`config.mk`:
```
export PLATFORM = sky130hd
export DESIGN_NAME = instr_fetch_unit_flat
export DESIGN_NICKNAME = d
export VERILOG_FILES = /design/src/rtl/instr_fetch_unit_if.sv /design/src/rtl/instr_fetch_unit.sv /design/src/flat_wrapper.sv
export SDC_FILE = /design/constraint.sdc
export NUM_CORES = 1
export LEC_CHECK = 0
export CORE_MARGIN = 4
export CORE_UTILIZATION = 57
export DETAILED_ROUTE_END_ITERATION = 16
export PLACE_DENSITY_LB_ADDON = 0.08
export SLEW_MARGIN = 15
export SYNTH_ARGS = -nofsm -noshare
export SYNTH_HDL_FRONTEND = slang
export SYNTH_SLANG_ARGS = --single-unit
export TNS_END_PERCENT = 20
```
`constraint.sdc`:
```
create_clock -name CLK -period 6.3 [get_ports CLK]
set_input_delay 1.26 -clock CLK [delete_from_list [all_inputs] [get_ports CLK]]
set_output_delay 1.26 -clock CLK [all_outputs]
set_load 0.01 [all_outputs]
```
`src/rtl/instr_fetch_unit_if.sv`:
```
// Instruction-memory busywait bus between the fetch unit and the memory.
interface instr_fetch_unit_if;
   logic        IMEM_READ;
   logic [31:0] IMEM_ADDRESS;
   logic [31:0] IMEM_READDATA;
   logic        IMEM_BUSYWAIT;

   modport master (
      output IMEM_READ,
      output IMEM_ADDRESS,
      input  IMEM_READDATA,
      input  IMEM_BUSYWAIT
   );

   modport slave (
      input  IMEM_READ,
      input  IMEM_ADDRESS,
      output IMEM_READDATA,
      output IMEM_BUSYWAIT
   );
endinterface

```
`src/rtl/instr_fetch_unit.sv`:
```
// RV32I fetch stage and IF/ID register: owns the fetch PC, issues word reads
// over the busywait bus, buffers one word under decode stall and drops an
// in-flight read after a redirect.
module instr_fetch_unit #(
   parameter logic [31:0] RESET_PC  = 32'h0000_0000,
   parameter logic [31:0] NOP_INSTR = 32'h0000_0013
) (
   input  logic                   CLK,
   input  logic                   RESET,
   input  logic                   STALL,
   input  logic                   BRANCH_TAKEN,
   input  logic [31:0]            BRANCH_TARGET,
   instr_fetch_unit_if.master     IMEM,
   output logic                   IFID_VALID,
   output logic [31:0]            IFID_INSTRUCTION,
   output logic [31:0]            IFID_PC,
   output logic [31:0]            IFID_PC4
);

   typedef enum logic {FETCH, DISCARD} state_t;

   state_t      state_q, state_d;
   logic [31:0] f_pc_q, f_pc_d;
   logic [31:0] disc_addr_q, disc_addr_d;
   logic        buf_valid_q, buf_valid_d;
   logic [31:0] buf_instr_q, buf_instr_d;
   logic [31:0] buf_pc_q, buf_pc_d;
   logic        ifid_valid_q, ifid_valid_d;
   logic [31:0] ifid_instr_q, ifid_instr_d;
   logic [31:0] ifid_pc_q, ifid_pc_d;
   logic [31:0] ifid_pc4_q, ifid_pc4_d;

   logic        read;
   logic [31:0] addr;
   logic        complete;
   logic [31:0] target_aligned;

   // Memory request: no new read while a word sits in the buffer.
   always_comb begin
      read     = !RESET && ((state_q == FETCH && !buf_valid_q) || state_q == DISCARD);
      addr     = (state_q == DISCARD) ? disc_addr_q : f_pc_q;
      complete = read && !IMEM.IMEM_BUSYWAIT;
   end

   assign target_aligned    = BRANCH_TARGET & ~32'h0000_0003;
   assign IMEM.IMEM_READ    = read;
   assign IMEM.IMEM_ADDRESS = addr;
   assign IFID_VALID        = ifid_valid_q;
   assign IFID_INSTRUCTION  = ifid_instr_q;
   assign IFID_PC           = ifid_pc_q;
   assign IFID_PC4          = ifid_pc4_q;

   // Next-state: redirect beats stall; DISCARD only drains the stale read.
   always_comb begin
      state_d      = state_q;
      f_pc_d       = f_pc_q;
      disc_addr_d  = disc_addr_q;
      buf_valid_d  = buf_valid_q;
      buf_instr_d  = buf_instr_q;
      buf_pc_d     = buf_pc_q;
      ifid_valid_d = ifid_valid_q;
      ifid_instr_d = ifid_instr_q;
      ifid_pc_d    = ifid_pc_q;
      ifid_pc4_d   = ifid_pc4_q;

      if (BRANCH_TAKEN) begin
         f_pc_d       = target_aligned;
         buf_valid_d  = 1'b0;
         ifid_valid_d = 1'b0;
         ifid_instr_d = NOP_INSTR;
         // A read still waiting on memory must be drained before refetching.
         if (state_q == FETCH && read && IMEM.IMEM_BUSYWAIT) begin
            disc_addr_d = f_pc_q;
            state_d     = DISCARD;
         end
      end else if (state_q == DISCARD) begin
         if (complete) begin
            state_d = FETCH;
         end
         if (!STALL) begin
            ifid_valid_d = 1'b0;
            ifid_instr_d = NOP_INSTR;
         end
      end else begin
         if (complete) begin
            f_pc_d = f_pc_q + 32'd4;
            if (STALL) begin
               buf_valid_d = 1'b1;
               buf_instr_d = IMEM.IMEM_READDATA;
               buf_pc_d    = f_pc_q;
            end
         end
         if (!STALL) begin
            if (buf_valid_q) begin
               buf_valid_d  = 1'b0;
               ifid_valid_d = 1'b1;
               ifid_instr_d = buf_instr_q;
               ifid_pc_d    = buf_pc_q;
               ifid_pc4_d   = buf_pc_q + 32'd4;
            end else if (complete) begin
               ifid_valid_d = 1'b1;
               ifid_instr_d = IMEM.IMEM_READDATA;
               ifid_pc_d    = f_pc_q;
               ifid_pc4_d   = f_pc_q + 32'd4;
            end else begin
               ifid_valid_d = 1'b0;
               ifid_instr_d = NOP_INSTR;
            end
         end
      end
   end

   // State register with synchronous reset.
   always_ff @(posedge CLK) begin
      if (RESET) begin
         state_q      <= FETCH;
         f_pc_q       <= RESET_PC;
         disc_addr_q  <= '0;
         buf_valid_q  <= 1'b0;
         buf_instr_q  <= NOP_INSTR;
         buf_pc_q     <= '0;
         ifid_valid_q <= 1'b0;
         ifid_instr_q <= NOP_INSTR;
         ifid_pc_q    <= '0;
         ifid_pc4_q   <= 32'd4;
      end else begin
         state_q      <= state_d;
         f_pc_q       <= f_pc_d;
         disc_addr_q  <= disc_addr_d;
         buf_valid_q  <= buf_valid_d;
         buf_instr_q  <= buf_instr_d;
         buf_pc_q     <= buf_pc_d;
         ifid_valid_q <= ifid_valid_d;
         ifid_instr_q <= ifid_instr_d;
         ifid_pc_q    <= ifid_pc_d;
         ifid_pc4_q   <= ifid_pc4_d;
      end
   end

endmodule
```
`src/flat_wrapper.sv`:
```
// flat-port wrapper written by rule: the top's interface ports become plain ports
module instr_fetch_unit_flat 
#(
   parameter logic [31:0] RESET_PC  = 32'h0000_0000,
   parameter logic [31:0] NOP_INSTR = 32'h0000_0013
)
  (CLK, RESET, STALL, BRANCH_TAKEN, BRANCH_TARGET, IFID_VALID, IFID_INSTRUCTION, IFID_PC, IFID_PC4, IMEM_IMEM_READ, IMEM_IMEM_ADDRESS, IMEM_IMEM_READDATA, IMEM_IMEM_BUSYWAIT);
  instr_fetch_unit_if IMEM_i ();
  input  logic CLK;
  input  logic RESET;
  input  logic STALL;
  input  logic BRANCH_TAKEN;
  input  logic [31:0] BRANCH_TARGET;
  output logic IFID_VALID;
  output logic [31:0] IFID_INSTRUCTION;
  output logic [31:0] IFID_PC;
  output logic [31:0] IFID_PC4;
  output wire logic [$bits(IMEM_i.IMEM_READ)-1:0] IMEM_IMEM_READ;
  output wire logic [$bits(IMEM_i.IMEM_ADDRESS)-1:0] IMEM_IMEM_ADDRESS;
  input wire logic [$bits(IMEM_i.IMEM_READDATA)-1:0] IMEM_IMEM_READDATA;
  input wire logic [$bits(IMEM_i.IMEM_BUSYWAIT)-1:0] IMEM_IMEM_BUSYWAIT;
  assign IMEM_IMEM_READ = IMEM_i.IMEM_READ;
  assign IMEM_IMEM_ADDRESS = IMEM_i.IMEM_ADDRESS;
  assign IMEM_i.IMEM_READDATA = IMEM_IMEM_READDATA;
  assign IMEM_i.IMEM_BUSYWAIT = IMEM_IMEM_BUSYWAIT;
  instr_fetch_unit #(.RESET_PC(RESET_PC), .NOP_INSTR(NOP_INSTR)) u_core (.CLK(CLK), .RESET(RESET), .STALL(STALL), .BRANCH_TAKEN(BRANCH_TAKEN), .BRANCH_TARGET(BRANCH_TARGET), .IMEM(IMEM_i), .IFID_VALID(IFID_VALID), .IFID_INSTRUCTION(IFID_INSTRUCTION), .IFID_PC(IFID_PC), .IFID_PC4(IFID_PC4));
endmodule
```
==> flow_summary.json <==
{
  "cts_tree": "yes",
  "viasPerCell": 5.942,
  "hpwl_um": 20560,
  "grt_overflow": 0,
  "seqPwrFrac": 0.455,
  "p_switching_mw": 0.7808,
  "syn-instance-count": 1284,
  "cts_resized": 0,
  "worstReg2RegEnd": "u_core.IFID_PC4[26]",
  "area_delta_synth_final_pct": 24.55,
  "ant_nets": 0,
  "wl_um": 30330,
  "yosysUniqueCellTypes": 59,
  "critPathLaunchType": "register",
  "syn_area_um2": 10530,
  "ys.flop_type": "dfxtp_1",
  "fin_area_um2": 13120,
  "cts_inserted_buffers": 24,
  "path_class": "register to output port",
  "h-tree-depth": 1,
  "cp.required_ns": 5.04,
  "grt_max_degree": 80,
  "drive_gt1_frac": 0.08909,
  "max_freq_ghz": 0.2461,
  "die_h_um": 143.9,
  "synth_edf_count": 0,
  "yosysWarningCount": 0,
  "netSwitchingFraction": 0.2409,
  "worstReg2RegStart": "u_core.buf_valid_q",
  "hp-class": "register to register",
  "grt_setup_unrepaired": "no",
  "nNetsFinal": 1459,
  "vdd.ir_drop.worst_v": 0.0001867,
  "gp_congestion": 0.8980,
  "clkTransAtPathRegs_ns": 0.06,
  "power_density_nw_per_um2": 247.0,
  "ff2ff_path_depth": 5,
  "final_common_cell": "nand2_1",
  "portBuffers": 190,
  "rrSetupSlack_ns": 2.82,
  "slew_headroom": 0.2224,
  "vias": 9703,
  "clk_path_buf_depth": 3,
  "die-area_um2": 20720,
  "startpoint": "u_core.state_q",
  "dr.pass1.iters": 6,
  "antenna_found_initial": 1,
  "fin_hold_ws_ns": 0.4523,
  "tightest_slew_ns": 1.165,
  "maxSlewViolCount": 0,
  "clk_latency_ns": 0.51,
  "cp.arrival_ns": 2.80,
  "fp-row-count": 49,
  "syn_area_per_cell_um2": 8.204,
  "core_region_area_um2": 18090,
  "finClkSkew_ns": 0.007539,
  "wl_per_cell_um": 18.57,
  "status": "completed",
  "clock_sinks": 217,
  "final_cell_mix": "nand2_1, dfxtp_1, clkdlybuf4s50_1",
  "postCtsSetupBuffers": 0,
  "finalHoldViolations": 0,
  "share_comb_of_total_power": 0.098,
  "async_reset_ff_frac": 0,
  "drt_iter0_drc": 867,
  "period_needed_ns": 4.063,
  "ys_ff_latch": 217,
  "grt_use_total": 0.2850,
  "cp-end-kind": "output port",
  "timing.final.crit_share": 0.6449,
  "start_util": 0.5824,
  "cts_root_buffer": "clkbuf_16",
  "grt_pass1_wl_um": 47990,
  "drc": 0,
  "endpoint": "IMEM_IMEM_ADDRESS[2]",
  "dp_cells": 1591,
  "ios": 199,
  "p_int_mw": 2.460,
  "max-cap-violations": 0,
  "stdcell_count": 1633,
  "seq_area_frac_synth": 0.4124,
  "tns_ns": 0,
  "place_area_um2": 12300,
  "worstPathMaxFanout": 26,
  "fillers": 1428,
  "die_x_um": 143.9,
  "postCtsHoldBufs": 0,
  "finalSetupViolCount": 0,
  "clockPowerShare": 0.448,
  "grt_pass1_vias": 9040,
  "p_leak_nw": 4.363
}
worst min-delay path by stage:
stage                            from                     end  slack [ns]  depth (start not counted)
6_report       u_core.disc_addr_q[22]  u_core.disc_addr_q[22]        0.45                          2
5_1_grt        u_core.disc_addr_q[23]  u_core.disc_addr_q[23]        0.46                          2
4_1_cts         u_core.disc_addr_q[2]   u_core.disc_addr_q[2]        0.45                          2
3_5_place_dp   u_core.buf_instr_q[27]  u_core.buf_instr_q[27]        0.45                          2
3_3_place_gp       u_core.IFID_PC4[2]      u_core.IFID_PC4[2]        0.44                          2
2_1_floorplan  u_core.buf_instr_q[13]  u_core.buf_instr_q[13]        0.43                          2
cell usage after synthesis, types with 14 or more instances:
master	number	area, um2
nand2_1	257	964.7
dfxtp_1	217	4344
a21oi_1	120	600.6
nor2_1	97	364.1
clkbuf_1	87	326.6
a211oi_1	46	345.3
mux2_2	46	518.0
mux2i_1	43	430.4
xor2_1	34	297.8
a22oi_1	31	232.7
nand3_1	27	135.1
xnor2_1	27	236.5
nand4_1	25	156.4
buf_2	23	115.1
nor3_1	23	115.1
nor4_1	17	106.4
o21ai_0	17	85.08
a22o_1	14	122.6
power groups by stage:
stage	Combinational (mW)	Sequential (mW)	Clock [mW]
2_1_floorplan	0.206	1.46	0
3_3_place_gp	0.310	1.50	0
3_5_place_dp	0.313	1.50	0
4_1_cts	0.315	1.47	1.46
5_1_grt	0.343	1.48	1.52
6_report	0.316	1.47	1.45
critical path, cell delays in order, from the launching register on:
cell and delay, ns:
dfxtp_1 1.08, buf_4 0.35, mux2_2 0.35, clkdlybuf4s50_1 0.49
cell families after synthesis:
kind of cell,after synthesis,synth area share
other cells,1,0.0003560
flops,217,0.4124
compound gates,276,0.1681
xor+xnor,61,0.05072
mux,89,0.09003
simple gates,497,0.2181
fa+ha+maj,2,0.002375
buf+inv,141,0.05796
cell type report:
type,instances,area [um2],share of cell area
Antenna cell,1,2.502,0.0001907
Inverter,9,33.78,0.002575
Clock buffer,38,754.5,0.05751
Tap cell,229,286.5,0.02184
Clock inverter,3,67.56,0.005150
Multi-Input combinational cell,931,5615,0.4280
Sequential cell,217,4348,0.3314
Timing Repair Buffer,205,2012,0.1533
per-stage QoR:
| stage | power [mW] | util | setup slack [ns] |
|---|---|---|---|
| after CTS | 3.250 | 0.7253 | 2.222 |
| after global placement | 1.809 | 0.6798 | 1.943 |
| after detailed placement | 1.814 | 0.6798 | 1.930 |
| final | 3.241 | 0.7254 | 2.237 |
| after global routing | 3.340 | 0.7254 | 2.128 |
| after floorplan | 1.665 | - | 3.330 |
per-layer routing:
metal  track usage  share of wire  vias up
met1        0.4249           0.45     4540
met4       0.06591          0.023        0
met3       0.04093          0.084       50
li1              -              -     4681
met5             0              0        -
met2        0.4375           0.44      432
state kept, by name (all words and copies together), names as in the netlist:
| signal | count |
|---|---|
| u_core.IFID_INSTRUCTION | 32 |
| u_core.IFID_PC | 30 |
| u_core.IFID_PC4 | 30 |
| u_core.IFID_VALID | 1 |
| u_core.buf_instr_q | 32 |
| u_core.buf_pc_q | 30 |
| u_core.buf_valid_q | 1 |
| u_core.disc_addr_q | 30 |
| u_core.f_pc_q | 30 |
| u_core.state_q | 1 |
Power figures use the tool's default switching activity.
